[src/rtl/noc_params.sv]
// Shared NoC definitions: flit label encoding and the flit structure
// carried between the crossbar, the output buffers and the links.
package noc_params;

  localparam int PAYLOAD_W = 16;

  typedef enum logic [1:0] {
    HEAD     = 2'b00,
    BODY     = 2'b01,
    TAIL     = 2'b10,
    HEADTAIL = 2'b11
  } flit_label_t;

  typedef struct packed {
    flit_label_t          flit_label;
    logic [PAYLOAD_W-1:0] payload;
  } flit_t;

  function automatic logic is_tail_label(input flit_label_t label);
    return (label == TAIL) || (label == HEADTAIL);
  endfunction

endpackage

[src/rtl/output_fifo.sv]
// Flit FIFO for the output port; head entry is visible combinationally and
// an occupancy counter one bit wider than the pointers separates full from empty.
module output_fifo
  import noc_params::*;
#(
  parameter int BUFFER_SIZE = 4
) (
  input  logic  clk,
  input  logic  rst,
  input  flit_t data_i,
  input  logic  push_i,
  input  logic  pop_i,
  output flit_t data_o,
  output logic  is_empty_o,
  output logic  is_full_o
);

  localparam int PTR_W = $clog2(BUFFER_SIZE);
  localparam int CNT_W = PTR_W + 1;

  flit_t             mem [BUFFER_SIZE];
  logic [PTR_W-1:0]  rd_ptr;
  logic [PTR_W-1:0]  wr_ptr;
  logic [CNT_W-1:0]  count;
  logic              do_push;
  logic              do_pop;

  // A push into a full FIFO is refused even if a pop frees a slot this cycle.
  assign do_push    = push_i & ~is_full_o;
  assign do_pop     = pop_i & ~is_empty_o;
  assign is_empty_o = (count == {CNT_W{1'b0}});
  assign is_full_o  = (count == CNT_W'(BUFFER_SIZE));
  assign data_o     = mem[rd_ptr];

  // Storage array; contents need no reset since the pointers gate visibility.
  always_ff @(posedge clk) begin
    if (do_push) begin
      mem[wr_ptr] <= data_i;
    end
  end

  // Pointers wrap naturally because the depth is a power of two.
  always_ff @(posedge clk or negedge rst) begin
    if (!rst) begin
      rd_ptr <= {PTR_W{1'b0}};
      wr_ptr <= {PTR_W{1'b0}};
      count  <= {CNT_W{1'b0}};
    end else begin
      if (do_push) begin
        wr_ptr <= wr_ptr + PTR_W'(1);
      end
      if (do_pop) begin
        rd_ptr <= rd_ptr + PTR_W'(1);
      end
      case ({do_push, do_pop})
        2'b10:   count <= count + CNT_W'(1);
        2'b01:   count <= count - CNT_W'(1);
        default: count <= count;
      endcase
    end
  end

endmodule

[src/rtl/output_buffer.sv]
// Router output port transmit side: buffers crossbar flits, sends them under
// downstream on/off control, checks packet framing and flags packet release.
module output_buffer
  import noc_params::*;
#(
  parameter int BUFFER_SIZE = 4
) (
  input  logic  clk,
  input  logic  rst,
  input  flit_t data_i,
  input  logic  valid_i,
  input  logic  on_off_i,
  output flit_t data_o,
  output logic  valid_o,
  output logic  ready_o,
  output logic  is_empty_o,
  output logic  is_full_o,
  output logic  in_packet_o,
  output logic  tail_sent_o,
  output logic  error_o
);

  localparam logic [0:0] IDLE   = 1'b0;
  localparam logic [0:0] PACKET = 1'b1;

  logic [0:0] state;
  logic [0:0] state_next;
  flit_t      head_flit;
  logic       pop;
  logic       overflow;
  logic       frame_err;
  logic       tail_hit;

  output_fifo #(
    .BUFFER_SIZE (BUFFER_SIZE)
  ) u_fifo (
    .clk        (clk),
    .rst        (rst),
    .data_i     (data_i),
    .push_i     (valid_i),
    .pop_i      (pop),
    .data_o     (head_flit),
    .is_empty_o (is_empty_o),
    .is_full_o  (is_full_o)
  );

  assign pop      = ~is_empty_o & on_off_i;
  assign overflow = valid_i & is_full_o;
  assign ready_o  = ~is_full_o;

  // Framing check on the flit leaving the FIFO; bad flits are still sent.
  always_comb begin
    state_next = state;
    frame_err  = 1'b0;
    tail_hit   = 1'b0;
    if (pop) begin
      case (state)
        IDLE: begin
          case (head_flit.flit_label)
            HEAD:     state_next = PACKET;
            HEADTAIL: tail_hit = 1'b1;
            default:  frame_err = 1'b1;
          endcase
        end
        PACKET: begin
          case (head_flit.flit_label)
            BODY: state_next = PACKET;
            TAIL: begin
              tail_hit   = 1'b1;
              state_next = IDLE;
            end
            HEAD: frame_err = 1'b1;
            default: begin
              frame_err  = 1'b1;
              tail_hit   = 1'b1;
              state_next = IDLE;
            end
          endcase
        end
        default: state_next = IDLE;
      endcase
    end else begin
      state_next = state;
    end
  end

  // Link register and status pulses, aligned with the flit on the link.
  always_ff @(posedge clk or negedge rst) begin
    if (!rst) begin
      state       <= IDLE;
      data_o      <= '0;
      valid_o     <= 1'b0;
      in_packet_o <= 1'b0;
      tail_sent_o <= 1'b0;
      error_o     <= 1'b0;
    end else begin
      state       <= state_next;
      valid_o     <= pop;
      in_packet_o <= (state_next == PACKET);
      tail_sent_o <= tail_hit & is_tail_label(head_flit.flit_label);
      error_o     <= frame_err | overflow;
      if (pop) begin
        data_o <= head_flit;
      end
    end
  end

endmodule

[config.mk]
export PLATFORM = sky130hd
export DESIGN_NAME = output_buffer
export DESIGN_NICKNAME = d
export VERILOG_FILES = /design/src/rtl/noc_params.sv /design/src/rtl/output_fifo.sv /design/src/rtl/output_buffer.sv
export SDC_FILE = /design/constraint.sdc
export NUM_CORES = 1
export LEC_CHECK = 0
export CORE_ASPECT_RATIO = 1.25
export CORE_MARGIN = 2
export CORE_UTILIZATION = 41
export CTS_CLUSTER_DIAMETER = 100
export DETAILED_ROUTE_END_ITERATION = 7
export GPL_ROUTABILITY_DRIVEN = 0
export GPL_TIMING_DRIVEN = 0
export HOLD_SLACK_MARGIN = 0.02
export PLACE_DENSITY_LB_ADDON = 0.1
export SLEW_MARGIN = 20
export SYNTH_ARGS = -nofsm -noshare
export SYNTH_HDL_FRONTEND = slang
export SYNTH_SLANG_ARGS = --single-unit
[constraint.sdc]
create_clock -name clk -period 2.4 [get_ports clk]
set_clock_uncertainty 0.2 [all_clocks]
set_input_delay 0.24 -clock clk [delete_from_list [all_inputs] [get_ports clk]]
set_output_delay 0.24 -clock clk [all_outputs]
set_load 0.1 [all_outputs]
-- After elaboration in Yosys (flattened, before gate mapping)
Memories as Yosys holds them, arrays and structs flattened.
Cells that the tools add are included.
- equal/unequal tests: 6
- reduce and logical (&&, ||, !) cells: 7
- $add $sub $neg: 4
- muxes and demuxes: 14
- bitwise operators: 9
- operator list (operator ; count):
    $mux W1 ; 10
    $eq A2 B2 Y1 const B ; 3
    $pmux W1 S2 ; 3
    $pmux W3 S2 ; 1
    $reduce_or A2 Y1 ; 3
    $and A1 B1 Y1 ; 5
    $add A2 B1 Y2 const B ; 2
    $eq A2 B1 Y1 const B ; 2
    $add A3 B1 Y3 const B ; 1
    $eq A3 B3 Y1 const B ; 1
    $logic_not A3 Y1 ; 1
    $not A1 Y1 ; 3
    $sub A3 B1 Y3 const B ; 1
    $logic_not A2 Y1 ; 1
    $reduce_bool A2 Y1 ; 1
    $logic_or A1 B1 Y1 ; 1
    $or A1 B1 Y1 ; 1
- word-level logic and storage cells: 50
- memory bits (writable): 72
- input bits: 22
- flip-flop bits (word level): 29
- memories kept: 1
- memories (name ; depth ; width ; read ports ; clocked after Yosys merged registers in ; write ports ; RTL line ; source):
    u_fifo.mem ; 4 ; 18 ; 1 ; 0 ; 1 ; output_fifo.sv:21 ; flit_t mem [BUFFER_SIZE];

-- Logic depth before layout (Yosys ltp)
Gate-level depths: netlist (run 1).
An unclocked memory read counts as a cell.
- word-level depth: 7
- mapped depth: 11
- depth with buffers taken out: 11

-- By module
A second synthesis (run 1) with hierarchy kept.
- cell total of the unflattened synthesis: 188
- area total of the unflattened synthesis: 4016.4 µm²
- by module, submodules not included (module ; instances ; cells an instance ; area each (µm²)):
    output_fifo ; 1 ; 131 ; 3037.9
    output_buffer ; 1 ; 57 ; 978.4

-- Worst setup path before layout (run 1)
OpenSTA, ideal clock, no wires.
- kind: register -> register
- start point: register u_fifo.count[0]
- end point: register u_fifo.count[2]
- data required time: 2.121 ns
- data arrival time: 2.774 ns
- stages on the path, launching flop included: 12
- buffers on the path: 0
- clock period less this slack: 3.054 ns
- library setup time: 0.079 ns
- path slack: -0.654 ns
- path through: dfrtp_1 inv_1 nand3_2 inv_2 nor2b_4 inv_1 ha_1 inv_1 fa_1 xor2_1 nor2_1 xor2_1
- elaborated cells on any way between the ends: 13
- RTL lines (what ; RTL line ; source):
    from (decl) ; output_fifo.sv:24 ; logic [CNT_W-1:0] count;
    from (signal assigned) ; output_fifo.sv:47 ; count <= {CNT_W{1'b0}};
    from (signal assigned) ; output_fifo.sv:56 ; 2'b10: count <= count + CNT_W'(1);
    from (signal assigned) ; output_fifo.sv:57 ; 2'b01: count <= count - CNT_W'(1);
    $eq A3 B3 Y1 (*) ; output_fifo.sv:32 ; assign is_full_o = (count == CNT_W'(BUFFER_SIZE));
    $not A1 Y1 (*) ; -- ;
    via ready_o ; output_buffer.sv:15 ; output logic ready_o,
    $and A1 B1 Y1 (*) ; output_fifo.sv:29 ; assign do_push = push_i & ~is_full_o;
    $eq A2 B1 Y1 or $eq A2 B2 Y1 (tied branches) ; output_fifo.sv:55 ; case ({do_push, do_pop})
    $pmux W3 S2 or $reduce_bool A2 Y1 (tied branches) ; -- ;
The timed path passes the listed nets; every way through them passes the cells marked *.
A chain may end at the register's enable or synchronous reset.

-- Final worst setup path (run 1)
- start point: register data_o[4] in the netlist's numbering
- end point: output port data_o[4] in the netlist's numbering
- RTL lines (what ; RTL line ; source):
    from (decl) ; output_buffer.sv:13 ; output flit_t data_o,
    from (signal assigned) ; output_buffer.sv:103 ; data_o <= head_flit;
No word-level cell between the ends.

==> results of run 1 <==
==> synth_stat cells (all sizes together), types with 2 or more instances <==
| master | instances | area share |
|---|---|---|
| inv | 10 | 0.010 |
| xor2 | 2 | 0.0044 |
| edfxtp | 72 | 0.54 |
| buf | 7 | 0.016 |
| mux4 | 18 | 0.11 |
| ha | 9 | 0.028 |
| xnor2 | 5 | 0.011 |
| o21ai | 4 | 0.0060 |
| nor3 | 2 | 0.0025 |
| dfrtp | 29 | 0.18 |
| and2 | 4 | 0.0063 |
| nand2 | 54 | 0.051 |
==> sequential cells by signal, indices dropped and copies added, names as in the netlist <==
name	flops
state	1
u_fifo.rd_ptr	2
u_fifo.wr_ptr	2
tail_sent_o	1
valid_o	1
u_fifo.count	3
u_fifo.mem	72
data_o	18
error_o	1
==> layout make-up <==
type | count | area share
inverter | 10 | 0.00967
buffer | 7 | 0.0127
sequential | 101 | 0.588
clock inverter | 5 | 0.00560
multi-input combinational | 107 | 0.204
tap | 126 | 0.0321
timing repair buffer | 49 | 0.101
clock buffer | 11 | 0.0473
==> logic make-up after synthesis <==
group | share of synthesized area
DFF | 0.726
and+or+nand+nor | 0.0667
xor gates and xnor gates | 0.0154
adders and majority gates | 0.0334
muxes | 0.118
buffers and inverters | 0.0258
AOI/OAI and AO/OA | 0.0145
==> placed cells by master (no fill, tap or decap), drive strengths merged, types with 2 or more instances in the layout <==
cell type / n
ha: 9
clkdlybuf4s15: 2
clkinv: 4
xnor2: 5
o21ai: 4
xor2: 2
nor3: 2
inv: 10
clkdlybuf4s50: 41
and2: 4
buf: 10
edfxtp: 72
mux4: 18
dfrtp: 29
clkbuf: 11
nand2: 54
==> metal layers <==
layer	routed length [um]	vias up	part of all wire
li1	-	947	-
met1	2940	1005	0.42
met2	3670	45	0.52
met3	274	11	0.039
met4	160	0	0.023
met5	0	-	0
==> metrics by stage <==
stage	instances	setup slack [ns]	util	hold WS [ns]	TNS, ns
floorplan	225	-0.160	-	-0.256	-0.160
global placement	397	-0.169	0.485	0.257	-3.52
detailed placement	398	-0.228	0.487	-0.101	-3.00
CTS	416	0.00600	0.516	0.0811	0
global route	416	0.00617	0.517	0.102	0
finish	416	0.0951	0.517	0.0746	0
==> path summary, 6_finish.rpt <==
check                                  end  slack (ns)  cells past startpoint
max in group asynchronous  u_fifo.count[0]        1.53                      3
min reg2reg                     data_o[11]        0.27                      2
max                              data_o[4]         0.1                      1
max reg2reg                u_fifo.count[2]        0.17                      9
min in group clk                data_o[11]        0.27                      2
min                             data_o[17]        0.07                      2
==> what timing repair did <==
item                                   CTS  global route
hold buffers                             1             0
endpoints found under the hold margin   29             0
pin swaps                                1             1
gates resized for setup                  9             4
setup endpoints to repair               77             3
gates cloned                             0             0
buffers inserted                         1             0
==> summary.txt, run 1 <==
Status = finished, final reports clean
Port bufs = 46
First-pass GRT wire length = 11400 um
Synthesized instance count = 225
GR Layer Usage met1 = 0.187
TritonCTS buffer count = 9
Antenna cells = 0
Root Driver = clkbuf_16
CP startpoint kind = flip-flop
F_max = 434 MHz
Slowest cell delay on critical path = 1.15 ns
H-tree levels = 3
Max-cap violations = 0
Asr flop ratio synth = 0.287
Fin. Hold Viols = 0
Synth-to-Final Area Change = 23.7%
Crit end category = primary output
Req. time, crit path = 1.96 ns
Slowest cell on the critical path = clkdlybuf4s50_1
Setup crit start = data_o[4]
Clk pin slew, worst setup/hold paths = 0.07 ns
Source of the worst register-to-register timing path = u_fifo.count[1]
Count of flip-flops with a built-in enable after synthesis = 72
Critical path data arrival time = 1.86 ns
Clock Path Buffers = 2
Syn_nets = 257
Via count = 2008
Initial Util = 0.418
Buffer and inverter count on the worst path = 1
Sink Count = 101
Worst path top cell family by delay = buffers and inverters
Worst min path class = in2async
TritonCTS clock tree = yes
Fraction of layout cells with a size suffix above 1 = 0.166
Reg area = 2890 um^2
Worst slew margin = 0.342
Residual DRC = 0
CORE AREA = 9510 um^2
Synth Area per Inst = 17.7 um^2
Ports = 47
Multi-input gate area = 1000 um^2
Overflow after GRT = 0
Row count = 40
Vias in the first global route = 2128
Critical setup path kind = reg2out
Final nets = 317
Area after DPL = 4630 um^2
Max-slew violations = 0
Tmin final = 2.30 ns
Final instance area = 4920 um^2
Crit share post-route = 0.960
DP Wirelength = 4250 um
Seq/Total Area, Yosys = 0.726
Synthesized area = 3980 um^2
Filler cells = 820
Grt met2 use = 0.249
Worst-Margin Slew = 0.984 ns
GR peak layer = met2
YS warnings = 0
Die Y = 114 um
RSZ-0062 raised after global routing = false
Met3 Use GR = 0.0323
Number of vias per cell = 4.83
Total track usage = 0.150
Synthesis-stage register bit count = 101
Largest net degree at the start of global routing = 24
DIE AREA = 10500 um^2
Crit Path Max Fanout = 2
CP Cell Sequence = clkdlybuf4s50_1
Initial antenna violation count = 0
Final setup viols = 0
Post-synth top flop = edfxtp_1
Clock Latency Late Sink = 0.34 ns
Initial drt markers = 54
Drt wl/cell = 16.9 um
Die width = 92.1 um
First drt pass iteration count = 4
Cell variety after synth = 28
Routed wire length = 7040 um
Detail Route Antenna Nets = 0
Power of run 1 is left out: the tool's default activity adds up to more than one toggle a clock period on the data nets, which glitch-free logic cannot reach.
==> inputs of run 2 (changes only) <==
Settings changed: CORE_MARGIN 2 to 3.
==> run 2 against run 1 <==
  * First-iteration DRC count increased by 30%
  * Critical path depth unchanged
  * Die area grew 4.0%
  * Sequential share of layout area fell by 0.17 points
  * Clock-buffer cell count unchanged
  * Via count is 0.30% higher
  * Critical endpoint unchanged
  * Largest cell class unchanged
  * Highest routed layer unchanged
==> summary.txt, run 2 (synthesized netlist as in run 1, its figures left out) <==
Final nets = 317 (unchanged)
Flip-flop count of the largest register after layout = 72 (unchanged)
Vias in the first global route = 2063 (was 2128)
Fraction of layout cells with a size suffix above 1 = 0.155 (was 0.166)
Detail Route Antenna Nets = 0 (unchanged)
Max-slew violations = 0 (unchanged)
Number of vias per cell = 4.88 (was 4.83)
H-tree levels = 3 (unchanged)
Residual DRC = 0 (unchanged)
Final setup viols = 0 (unchanged)
Initial antenna violation count = 0 (unchanged)
First-pass GRT wire length = 10900 um (was 11400 um)
Synth-to-Final Area Change = 24.0% (was 23.7%)
Status = finished, final reports clean (unchanged)
Die width = 94.1 um (was 92.1 um)
Initial drt markers = 70 (was 54)
Ports = 47 (unchanged)
Port bufs = 46 (unchanged)
Routed wire length = 6850 um (was 7040 um)
Die Y = 116 um (was 114 um)
Commonest non-fill, non-tap cell in the layout = edfxtp_1 (unchanged)
Row count = 39 (was 40)
Req. time, crit path = 1.96 ns (about the same)
Initial Util = 0.429 (was 0.418)
Slowest cell on the critical path = clkdlybuf4s50_1 (unchanged)
DIE AREA = 10900 um^2 (was 10500 um^2)
Fin Setup TNS = 0 ns (unchanged)
Root Driver = clkbuf_16 (unchanged)
Fin. Hold Viols = 0 (unchanged)
CP startpoint kind = flip-flop (unchanged)
Worst path top cell family by delay = buffers and inverters (unchanged)
Placed cells = 395 (was 398)
Worst-Margin Slew = 0.975 ns (was 0.984 ns)
TritonCTS buffer count = 9 (unchanged)
Max-cap violations = 0 (unchanged)
Non-filler instance count after layout = 413 (was 416)
Overflow after GRT = 0 (unchanged)
CORE AREA = 9270 um^2 (was 9510 um^2)
Final hold slack = 0.0708 ns (was 0.0746 ns)
RSZ-0062 raised after global routing = false (unchanged)
Tmin final = 2.29 ns (was 2.30 ns)
Worst min path class = in2async (unchanged)
Drt wl/cell = 16.6 um (was 16.9 um)
Slowest cell delay on critical path = 1.15 ns (about the same)
Final core occ = 0.532 (was 0.517)
Top Registers = u_fifo.mem: 72 flops, data_o: 18 flops, u_fifo.count: 3 flops (unchanged)
Crit Path Max Fanout = 2 (unchanged)
F_max = 437 MHz (was 434 MHz)
Clock Latency Late Sink = 0.33 ns (was 0.34 ns)
Most frequent cells in the layout = 72 x edfxtp_1, 54 x nand2_1, 41 x clkdlybuf4s50_1, 28 x dfrtp_1, 11 x mux4_1 (was 72 x edfxtp_1, 54 x nand2_1, 41 x clkdlybuf4s50_1, 27 x dfrtp_1, 11 x mux4_1)
TritonCTS clock tree = yes (unchanged)
Crit share post-route = 0.953 (was 0.960)
Antenna cells = 0 (unchanged)
CP Cell Sequence = clkdlybuf4s50_1 (unchanged)
Clk pin slew, worst setup/hold paths = 0.06 ns (was 0.07 ns)
Largest register by flop count = u_fifo.mem (unchanged)
Largest net degree at the start of global routing = 25 (was 24)
Sink Count = 101 (unchanged)
Critical setup path kind = reg2out (unchanged)
Worst slew margin = 0.348 (was 0.342)
Buffer and inverter count on the worst path = 1 (unchanged)
Crit end category = primary output (unchanged)
DP Wirelength = 4190 um (was 4250 um)
Total track usage = 0.140 (was 0.150)
First drt pass iteration count = 4 (unchanged)
Via count = 2014 (was 2008)
Clock Path Buffers = 2 (unchanged)
Critical path data arrival time = 1.85 ns (was 1.86 ns)
[run 2: changes by cell type in the layout (fill, tap and decap cells not counted), sizes merged]
cell / change
bufinv: +1
clkbuf: +1
clkinvlp: -1
clkdlybuf4s15: -1
inv: +1
clkinv: -1
[run 2: path summary, 6_finish.rpt]
| check | startpoint | to | slack, ns | cells after the start |
|---|---|---|---|---|
| worst max-delay path | data_o[4] | data_o[4] | 0.11 | 1 |
| worst min-delay path | rst | state | 0.07 | 2 |
| worst max register to register | u_fifo.count[2] | u_fifo.count[2] | 0.18 | 9 |
| worst min register to register | data_o[14] | data_o[14] | 0.27 | 2 |
| max in group asynchronous | rst | u_fifo.count[2] | 1.53 | 3 |
| min in group clk | data_o[14] | data_o[14] | 0.27 | 2 |
[run 2: layout make-up]
type / instances / area (um^2)
Clock inverter: 5 / 50.0
Buffer: 7 / 62.6
Multi-Input combinational cell: 107 / 1000
Clock buffer: 11 / 233
Inverter: 10 / 47.5
Timing Repair Buffer: 49 / 490
Fill cell: 778 / 4340
Tap cell: 123 / 154
Sequential cell: 101 / 2890
[run 2: through the flow]
step	worst slack, ns	cell area, um^2
finish	0.112	4930
global route	0.00371	4930
CTS	0.00456	4930
detailed placement	-0.181	4620
global placement	-0.141	4610
floorplan	-0.160	4000
[run 2: what timing repair did]
item | 4_1_cts | 5_1_grt
endpoints found under the setup margin | 59 | 21
pin swaps | 1 | 0
endpoints found under the hold margin | 29 | 0
gates resized for setup | 8 | 5
hold buffers | 1 | 0
setup buffers | 1 | 0
[run 2: layer usage]
layer / GRT usage / vias to the layer above / wire length, um / share of wire
met5: 0 / - / 0 / 0
met4: 0.0703 / 0 / 138 / 0.020
met3: 0.0357 / 7 / 216 / 0.032
met2: 0.231 / 36 / 3610 / 0.53
met1: 0.170 / 1023 / 2890 / 0.42
li1: - / 948 / - / -
Power of run 2 is left out for the same reason.
==> inputs of run 3 (changes only) <==
Settings changed: HOLD_SLACK_MARGIN 0.02 to 0.12.
==> run 3 against run 2 <==
  * Setup slack about the same
  * Critical path depth did not move
  * Critical path type unchanged
  * Via count increased by 0.60%
  * Die area stayed put
  * Core utilization increased by 0.11 points
==> summary.txt, run 3 (synthesized netlist as in run 1, its figures left out) <==
Status = finished, final reports clean (unchanged)
Final instance area = 4940 um^2 (was 4930 um^2)
CP startpoint kind = flip-flop (unchanged)
Reg area = 2890 um^2 (unchanged)
Crit Path Max Fanout = 2 (unchanged)
Clk pin slew, worst setup/hold paths = 0.06 ns (about the same)
Worst path top cell family by delay = buffers and inverters (unchanged)
Drt wl/cell = 16.5 um (was 16.6 um)
Filler cells = 777 (was 778)
First drt pass iteration count = 4 (unchanged)
Antenna cells = 0 (unchanged)
Worst-Margin Slew = 0.977 ns (was 0.975 ns)
Top Registers = u_fifo.mem: 72 flops, data_o: 18 flops, u_fifo.count: 3 flops (unchanged)
GR peak layer = met2 (unchanged)
CP Cell Sequence = clkdlybuf4s50_1 (unchanged)
Clock Latency Late Sink = 0.33 ns (about the same)
Total track usage = 0.140 (about the same)
TritonCTS clock tree = yes (unchanged)
Via count = 2026 (was 2014)
Worst R2R Setup Slack = 0.18 ns (about the same)
Final nets = 318 (was 317)
Slowest cell on the critical path = clkdlybuf4s50_1 (unchanged)
Root Driver = clkbuf_16 (unchanged)
Port bufs = 46 (unchanged)
Largest register by flop count = u_fifo.mem (unchanged)
Row count = 39 (unchanged)
Critical setup path kind = reg2out (unchanged)
Multi-input gate area = 1000 um^2 (unchanged)
Slowest cell delay on critical path = 1.15 ns (about the same)
Area after DPL = 4620 um^2 (unchanged)
Vias in the first global route = 2067 (was 2063)
Fin Setup TNS = 0 ns (unchanged)
Commonest non-fill, non-tap cell in the layout = edfxtp_1 (unchanged)
Worst min path class = in2async (unchanged)
Overflow after GRT = 0 (unchanged)
Grt met2 use = 0.232 (was 0.231)
Buffer and inverter count on the worst path = 1 (unchanged)
Req. time, crit path = 1.96 ns (about the same)
Synth-to-Final Area Change = 24.2% (was 24.0%)
GR Layer Usage met1 = 0.170 (about the same)
DP Wirelength = 4190 um (unchanged)
H-tree levels = 3 (unchanged)
Max-cap violations = 0 (unchanged)
Initial drt markers = 73 (was 70)
Most frequent cells in the layout = 72 x edfxtp_1, 54 x nand2_1, 41 x clkdlybuf4s50_1, 28 x dfrtp_1, 11 x mux4_1 (unchanged)
Largest net degree at the start of global routing = 25 (unchanged)
Sink Count = 101 (unchanged)
Non-filler instance count after layout = 414 (was 413)
TritonCTS buffer count = 9 (unchanged)
Ports = 47 (unchanged)
DIE AREA = 10900 um^2 (unchanged)
Crit end category = primary output (unchanged)
Routed wire length = 6820 um (was 6850 um)
Die Y = 116 um (unchanged)
Critical path data arrival time = 1.85 ns (about the same)
Detail Route Antenna Nets = 0 (unchanged)
Max-slew violations = 0 (unchanged)
Placed cells = 395 (unchanged)
Met3 Use GR = 0.0357 (unchanged)
Flip-flop count of the largest register after layout = 72 (unchanged)
CORE AREA = 9270 um^2 (unchanged)
Setup ws final = 0.113 ns (was 0.112 ns)
Number of vias per cell = 4.89 (was 4.88)
Die width = 94.1 um (unchanged)
F_max = 437 MHz (about the same)
Initial Util = 0.429 (unchanged)
Worst slew margin = 0.348 (about the same)
Crit share post-route = 0.953 (about the same)
First-pass GRT wire length = 10900 um (about the same)
Fraction of layout cells with a size suffix above 1 = 0.155 (about the same)
Residual DRC = 0 (unchanged)
Place WS = -0.181 ns (unchanged)
Initial antenna violation count = 0 (unchanged)
Final setup viols = 0 (unchanged)
Clock Path Buffers = 2 (unchanged)
RSZ-0062 raised after global routing = false (unchanged)
Tmin final = 2.29 ns (about the same)
Fin. Hold Viols = 0 (unchanged)
run 3: cell count changes in the layout (fill, tap and decap cells not counted), sizes merged:
cell	previous run	this run
dlygate4sd3	1	2
run 3: worst paths after layout:
check                                start              end  depth (start not counted)
setup / recovery                 data_o[4]        data_o[4]                          1
hold / removal                         rst      tail_sent_o                          3
setup reg to reg           u_fifo.count[2]  u_fifo.count[2]                          9
hold reg to reg                 data_o[14]       data_o[14]                          2
max in group asynchronous              rst       data_o[15]                          3
min in group clk                data_o[14]       data_o[14]                          2
run 3: metal layers:
layer	up-vias	part of all wire
met2	36	0.53
met5	-	0
met3	7	0.032
met4	0	0.020
met1	1030	0.42
li1	953	-
run 3: repair_timing:
| action | in CTS | in global routing |
|---|---|---|
| pin swaps | 1 | 0 |
| endpoints found under the setup margin | 59 | 21 |
| buffers inserted | 1 | 0 |
| endpoints found under the hold margin | 29 | 0 |
| hold buffers | 2 | 0 |
| resized for setup | 8 | 5 |
run 3: final cells by class:
| class | instances | share of cell area |
|---|---|---|
| Clock inverter | 5 | 0.0101 |
| Timing Repair Buffer | 50 | 0.101 |
| Clock buffer | 11 | 0.0471 |
| Multi-Input combinational cell | 107 | 0.203 |
| Sequential cell | 101 | 0.585 |
| Inverter | 10 | 0.00963 |
| Tap cell | 123 | 0.0312 |
| Buffer | 7 | 0.0127 |
run 3: stage by stage:
| step | hold WS [ns] | utilization |
|---|---|---|
| floorplan | -0.256 | - |
| global route | 0.203 | 0.533 |
| global placement | 0.258 | 0.497 |
| detailed placement | -0.105 | 0.499 |
| finish | 0.190 | 0.533 |
| CTS | 0.181 | 0.533 |
Power of run 3 is left out for the same reason.
